===== src/rtl/noc_pkg.sv =====
// Shared NoC definitions: router FSM state type and the route-decision rule.
package noc_pkg;

  typedef enum logic [1:0] {
    ST_IDLE = 2'd0,
    ST_SEL  = 2'd1,
    ST_DATA = 2'd2
  } route_state_t;

  // Returns the output port (0 or 1) for a destination field.
  // Leaf nodes match a masked address; interior nodes branch on the address
  // bit belonging to their tree level (MSB first).
  function automatic logic route_port(
    input logic [31:0] dest,
    input int          addr_w,
    input logic        leaf,
    input logic [31:0] node_addr,
    input logic [31:0] node_mask,
    input int          level
  );
    logic p;
    if (leaf) p = ((dest & node_mask) != node_addr);
    else      p = dest[addr_w - 1 - level];
    return p;
  endfunction

endpackage


===== src/rtl/sync_fifo.sv =====
// Show-ahead synchronous FIFO. Push is ignored when full, pop when empty;
// the head entry is visible on pop_data whenever empty is low.
module sync_fifo #(
  parameter int DATA_W = 9,
  parameter int DEPTH  = 2
) (
  input  logic              clk,
  input  logic              reset,
  input  logic              push,
  input  logic [DATA_W-1:0] push_data,
  input  logic              pop,
  output logic [DATA_W-1:0] pop_data,
  output logic              full,
  output logic              empty
);

  localparam int AW = $clog2(DEPTH);
  localparam logic [AW:0] FULL_CNT = DEPTH[AW:0];

  logic [DATA_W-1:0] mem [DEPTH];
  logic [AW-1:0]     wr_ptr;
  logic [AW-1:0]     rd_ptr;
  logic [AW:0]       count;
  logic              do_push;
  logic              do_pop;

  assign full     = (count == FULL_CNT);
  assign empty    = (count == '0);
  assign do_push  = push && !full;
  assign do_pop   = pop && !empty;
  assign pop_data = mem[rd_ptr];

  // Storage, pointers and occupancy; pointers wrap naturally (power-of-two depth).
  always_ff @(posedge clk) begin
    if (reset) begin
      wr_ptr <= '0;
      rd_ptr <= '0;
      count  <= '0;
      for (int i = 0; i < DEPTH; i++) mem[i] <= '0;
    end else begin
      if (do_push) begin
        mem[wr_ptr] <= push_data;
        wr_ptr      <= wr_ptr + 1'b1;
      end
      if (do_pop) rd_ptr <= rd_ptr + 1'b1;
      case ({do_push, do_pop})
        2'b10:   count <= count + 1'b1;
        2'b01:   count <= count - 1'b1;
        default: count <= count;
      endcase
    end
  end

endmodule


===== src/rtl/tree_router_split.sv =====
// Binary tree router node: buffers input packets, announces the chosen port
// on the select side channel, then presents the packet on that port.
// Handshake rule on every channel: a transfer happens when valid and ready are
// both high at a rising edge; once valid is raised it stays high with its data
// unchanged until that transfer. No ready input reaches any output combinationally.
module tree_router_split
  import noc_pkg::*;
#(
  parameter int                DATA_W    = 9,
  parameter int                ADDR_W    = 4,
  parameter int                ADDR_LSB  = 5,
  parameter int                LEAF      = 0,
  parameter logic [ADDR_W-1:0] NODE_ADDR = 4'b0110,
  parameter logic [ADDR_W-1:0] NODE_MASK = 4'b1110,
  parameter int                LEVEL     = 3,
  parameter int                DEPTH     = 2,
  parameter int                CNT_W     = 16
) (
  input  logic              clk,
  input  logic              reset,
  input  logic              in_valid,
  output logic              in_ready,
  input  logic [DATA_W-1:0] in_data,
  output logic              out0_valid,
  input  logic              out0_ready,
  output logic [DATA_W-1:0] out0_data,
  output logic              out1_valid,
  input  logic              out1_ready,
  output logic [DATA_W-1:0] out1_data,
  output logic              s_valid,
  input  logic              s_ready,
  output logic              s_data,
  input  logic              cnt_clr,
  output logic [CNT_W-1:0]  cnt0,
  output logic [CNT_W-1:0]  cnt1,
  output route_state_t      dbg_state
);

  route_state_t      state;
  logic              ready_en;
  logic              fifo_full;
  logic              fifo_empty;
  logic              fifo_pop;
  logic [DATA_W-1:0] fifo_dout;
  logic [ADDR_W-1:0] dest;
  logic              route;
  logic [DATA_W-1:0] data_q;
  logic              port_q;
  logic              hs0;
  logic              hs1;

  // ready_en keeps in_ready low for the first cycle out of reset.
  assign in_ready  = ready_en && !fifo_full;
  assign fifo_pop  = (state == ST_IDLE) && !fifo_empty;
  assign dest      = fifo_dout[ADDR_LSB +: ADDR_W];
  assign route     = route_port(32'(dest), ADDR_W, (LEAF != 0), 32'(NODE_ADDR),
                                32'(NODE_MASK), LEVEL);
  assign s_data    = port_q;
  assign out0_data = data_q;
  assign out1_data = data_q;
  assign hs0       = out0_valid && out0_ready;
  assign hs1       = out1_valid && out1_ready;
  assign dbg_state = state;

  sync_fifo #(.DATA_W(DATA_W), .DEPTH(DEPTH)) u_fifo (
    .clk       (clk),
    .reset     (reset),
    .push      (in_valid && in_ready),
    .push_data (in_data),
    .pop       (fifo_pop),
    .pop_data  (fifo_dout),
    .full      (fifo_full),
    .empty     (fifo_empty)
  );

  // Route FSM: take the FIFO head, announce its port, then deliver it.
  always_ff @(posedge clk) begin
    if (reset) begin
      state      <= ST_IDLE;
      ready_en   <= 1'b0;
      data_q     <= '0;
      port_q     <= 1'b0;
      s_valid    <= 1'b0;
      out0_valid <= 1'b0;
      out1_valid <= 1'b0;
    end else begin
      ready_en <= 1'b1;
      case (state)
        ST_IDLE: begin
          if (!fifo_empty) begin
            data_q  <= fifo_dout;
            port_q  <= route;
            s_valid <= 1'b1;
            state   <= ST_SEL;
          end
        end
        ST_SEL: begin
          if (s_ready) begin
            s_valid    <= 1'b0;
            out0_valid <= !port_q;
            out1_valid <= port_q;
            state      <= ST_DATA;
          end
        end
        ST_DATA: begin
          if (port_q ? out1_ready : out0_ready) begin
            out0_valid <= 1'b0;
            out1_valid <= 1'b0;
            state      <= ST_IDLE;
          end
        end
        default: state <= ST_IDLE;
      endcase
    end
  end

  // Per-port delivered-packet counters; saturate at all-ones, clear has priority.
  always_ff @(posedge clk) begin
    if (reset || cnt_clr) begin
      cnt0 <= '0;
      cnt1 <= '0;
    end else begin
      if (hs0 && (cnt0 != '1)) cnt0 <= cnt0 + 1'b1;
      if (hs1 && (cnt1 != '1)) cnt1 <= cnt1 + 1'b1;
    end
  end

endmodule

===== config.mk =====
export PLATFORM = sky130hd
export DESIGN_NAME = tree_router_split
export DESIGN_NICKNAME = d
export VERILOG_FILES = /design/src/rtl/noc_pkg.sv /design/src/rtl/sync_fifo.sv /design/src/rtl/tree_router_split.sv
export SDC_FILE = /design/constraint.sdc
export NUM_CORES = 1
export LEC_CHECK = 0
export BUFFER_PORTS_ARGS = -buffer_cell sky130_fd_sc_hd__buf_2
export CAP_MARGIN = 20
export CORE_ASPECT_RATIO = 1.25
export CORE_MARGIN = 1.5
export CORE_UTILIZATION = 40
export DETAILED_ROUTE_END_ITERATION = 8
export GPL_TIMING_DRIVEN = 0
export SLEW_MARGIN = 5
export SYNTH_ARGS = -nofsm -noshare
export SYNTH_HDL_FRONTEND = slang
export SYNTH_HIERARCHICAL = 1
export SYNTH_SLANG_ARGS = --single-unit

===== constraint.sdc =====
create_clock -name clk -period 2.7 [get_ports clk]
set_clock_uncertainty 0.2 [all_clocks]
set_input_delay 0.405 -clock clk [delete_from_list [all_inputs] [get_ports clk]]
set_output_delay 0.405 -clock clk [all_outputs]
set_load 0.01 [all_outputs]

==> results.sh <==
export IMPL_ys_warnings_count=6
export IMPL_grt_pass1_wl_um=12000
export IMPL_critPathArrivalTime_ns=2.57
export IMPL_leakage_nw=1.58
export IMPL_drv_cap=0
export IMPL_hpwl_um=5310
export IMPL_finalNetCount=466
export IMPL_cts_resized=1
export IMPL_dr_pass1_iters=4
export IMPL_path_class="register to register"
export IMPL_start_util_pct=41.8
export IMPL_area_growth_pct=21.7
export IMPL_fmax_ghz=0.398
export IMPL_ys_ff_latch=70
export IMPL_critPathRequiredTime_ns=2.76
export IMPL_cts_tree="done"
export IMPL_cp_cell_sequence="nor2_1 -> or3_1 -> clkbuf_1 -> inv_4 -> o21a_1 -> ha_1 -> or3_1 -> a21oi_1"
export IMPL_syn_inst=365
export IMPL_drc_errors=0
export IMPL_antenna_found_initial=0
export IMPL_fin_hold_ws_ns=0.184
export IMPL_diodes=0
export IMPL_yosys_area_top_type="dfxtp_1"
export IMPL_clock_sinks=70
export IMPL_core_area_um2=7930
export IMPL_power_density_nw_per_um2=638
export IMPL_rows=36
export IMPL_power_w=0.00257
export IMPL_final_setup_viol_count=0
export IMPL_holdCritPathClass="primary input to register"
export IMPL_clk_path_buf_depth=2
export IMPL_slew_headroom_pct=42.6
export IMPL_numCtsBuffers=9
export IMPL_htreeDepth=3
export IMPL_synth_cell_area_um2=3310
export IMPL_design_area_um2=4030
export IMPL_insertion_delay_ns=0.33
export IMPL_hold_violations=0
export IMPL_worstPathMaxFanout=11
export IMPL_cp_common_cell="or3_1"
export IMPL_ioPinCount=73
export IMPL_synth_cell_types=49
export IMPL_endpoint_kind="register"
export IMPL_outcome="completed"
export IMPL_ys_flop_type="dfxtp_1"
export IMPL_cts_root_buf="clkbuf_8"
export IMPL_fin_crit_sh_pct=93.0
export IMPL_seq_area_frac_synth_pct=47.8
export IMPL_port_buffers=72
export IMPL_synth_top_area_share_pct=31.4
export IMPL_synth_nets=384
export IMPL_ir_drop_uv=337
export IMPL_cts_hold_fix_buffers=0
export IMPL_synth_commonest_cells="dfxtp_1, nand2_1, nor2_1"
export IMPL_drive_gt1_share_pct=27.2
export IMPL_drt_initial_drc_count=91
export IMPL_synth_edf_count=18
export IMPL_grt_pass1_vias=2573
export IMPL_routed_wl_um=7280
export IMPL_die_w_um=84.4
export IMPL_cpPeakStageDelay_ns=0.42
export IMPL_grt_max_degree=12
export IMPL_post_cts_setup_buffer_count=0
export IMPL_tightest_slew_ns=0.854
export IMPL_yosysMostFrequentCell="dfxtp_1"
export IMPL_async_reset_ff_share_pct=0
export IMPL_vias_per_cell=5.13
export IMPL_start_kind="register"
export IMPL_synth_area_per_cell_um2=9.07
export IMPL_rsz0062_at_grt="false"
export IMPL_ant_nets=0
export IMPL_wl_per_cell_um=13.3
export IMPL_clk_pin_slew_ns=0.07
export IMPL_routabilityCongestion=0.766
export IMPL_die_area_um2=8830
export IMPL_slew_viol_final=0
export IMPL_cp_slowest_cell="dfxtp_1"
export IMPL_vias=2807
export IMPL_post_route_min_period_ns=2.51
export IMPL_grtUsageTotal_pct=16.7
export IMPL_place_area_um2=3790
export IMPL_synth_area_leaders="dfxtp_1, edfxtp_1, nand2_1"
export IMPL_overflow=0
export IMPL_fp_dieH_um=105
placed cells by master (no fill, tap or decap), drive strengths merged, types with 3 or more instances in the layout:
cell type	Yosys	final
nand2	43	43
mux2i	10	10
nand2b	13	13
and3	3	3
dfxtp	52	52
o31ai	4	4
nand3	11	11
ha	3	3
a211oi	4	4
buf	13	85
edfxtp	18	18
a21oi	32	32
mux2	10	10
bufinv	0	3
nor2	35	35
o21ai	17	17
or4	8	8
or3	20	20
nand4	10	10
nor4	4	4
inv	12	12
and2	6	6
clkbuf	10	21
and4	3	3
nor3	5	5
sequential cells by signal, summed over array words and instances (netlist names), named ones only:
signal         cells
u_fifo/count       2
ready_en           1
out1_valid         1
u_fifo/rd_ptr      1
s_valid            1
u_fifo/wr_ptr      1
cnt1              16
out0_valid         1
cnt0              16
u_fifo/mem        18
dbg_state          2
out0_data          9
stage by stage:
stage          setup slack [ns]  std cells  utilization [%]  setup TNS [ns]
6_report                  0.189        547             50.8               0
5_1_grt                 0.00206        547             50.8               0
4_1_cts                   0.113        547             50.8               0
3_5_place_dp             -0.165        532             47.8          -0.165
3_3_place_gp             -0.135        532             47.8          -0.135
2_1_floorplan             0.263        365                -               0
power breakdown:
group / switching (W) / internal [W]
logic: 0.000205 / 0.000163
clock network: 0.000376 / 0.000638
registers: 0.0000469 / 0.00114
layer usage:
layer  GRT usage [%]  wire, µm  vias up
met2            29.5      3690       49
li1                -         -     1461
met5               0         0        -
met4            5.18        77        0
met1            20.3      3260     1291
met3            3.48       249        6
critical path, delay by kind of cell, from the launching register on:
| kind | cells | cell delay (ns) |
|---|---|---|
| flops | 1 | 0.42 |
| buf+inv | 2 | 0.47 |
| compound gates | 2 | 0.33 |
| fa+ha+maj | 1 | 0.27 |
| simple gates | 3 | 0.75 |
cell type report:
cell class	count	area (µm²)
Buffer	22	133
Clock buffer	12	145
Clock inverter	4	93.8
Fill cell	783	3900
Inverter	12	47.5
Multi-Input combinational cell	260	1550
Sequential cell	70	1580
Tap cell	95	119
Timing Repair Buffer	72	360
logic make-up after synthesis:
logic type / after synthesis / synth area share [%]
AND/OR/NAND/NOR: 167 / 26.6
flip-flops: 70 / 47.8
AO/OA/AOI/OAI: 66 / 11.5
buffers and inverters: 35 / 5.48
multiplexers: 20 / 6.42
XOR/XNOR: 4 / 1.06
adder cells (fa/ha/maj): 3 / 1.13
worst paths after layout:
| check | depth (start not counted) | end | startpoint | slack [ns] |
|---|---|---|---|---|
| setup reg to reg | 8 | u_fifo/count[1] | u_fifo/count[0] | 0.19 |
| hold / removal | 3 | dbg_state[0] | s_ready | 0.18 |
| setup / recovery | 8 | u_fifo/count[1] | u_fifo/count[0] | 0.19 |
| hold reg to reg | 2 | out0_data[4] | out0_data[4] | 0.27 |
Power figures use the tool's default switching activity.
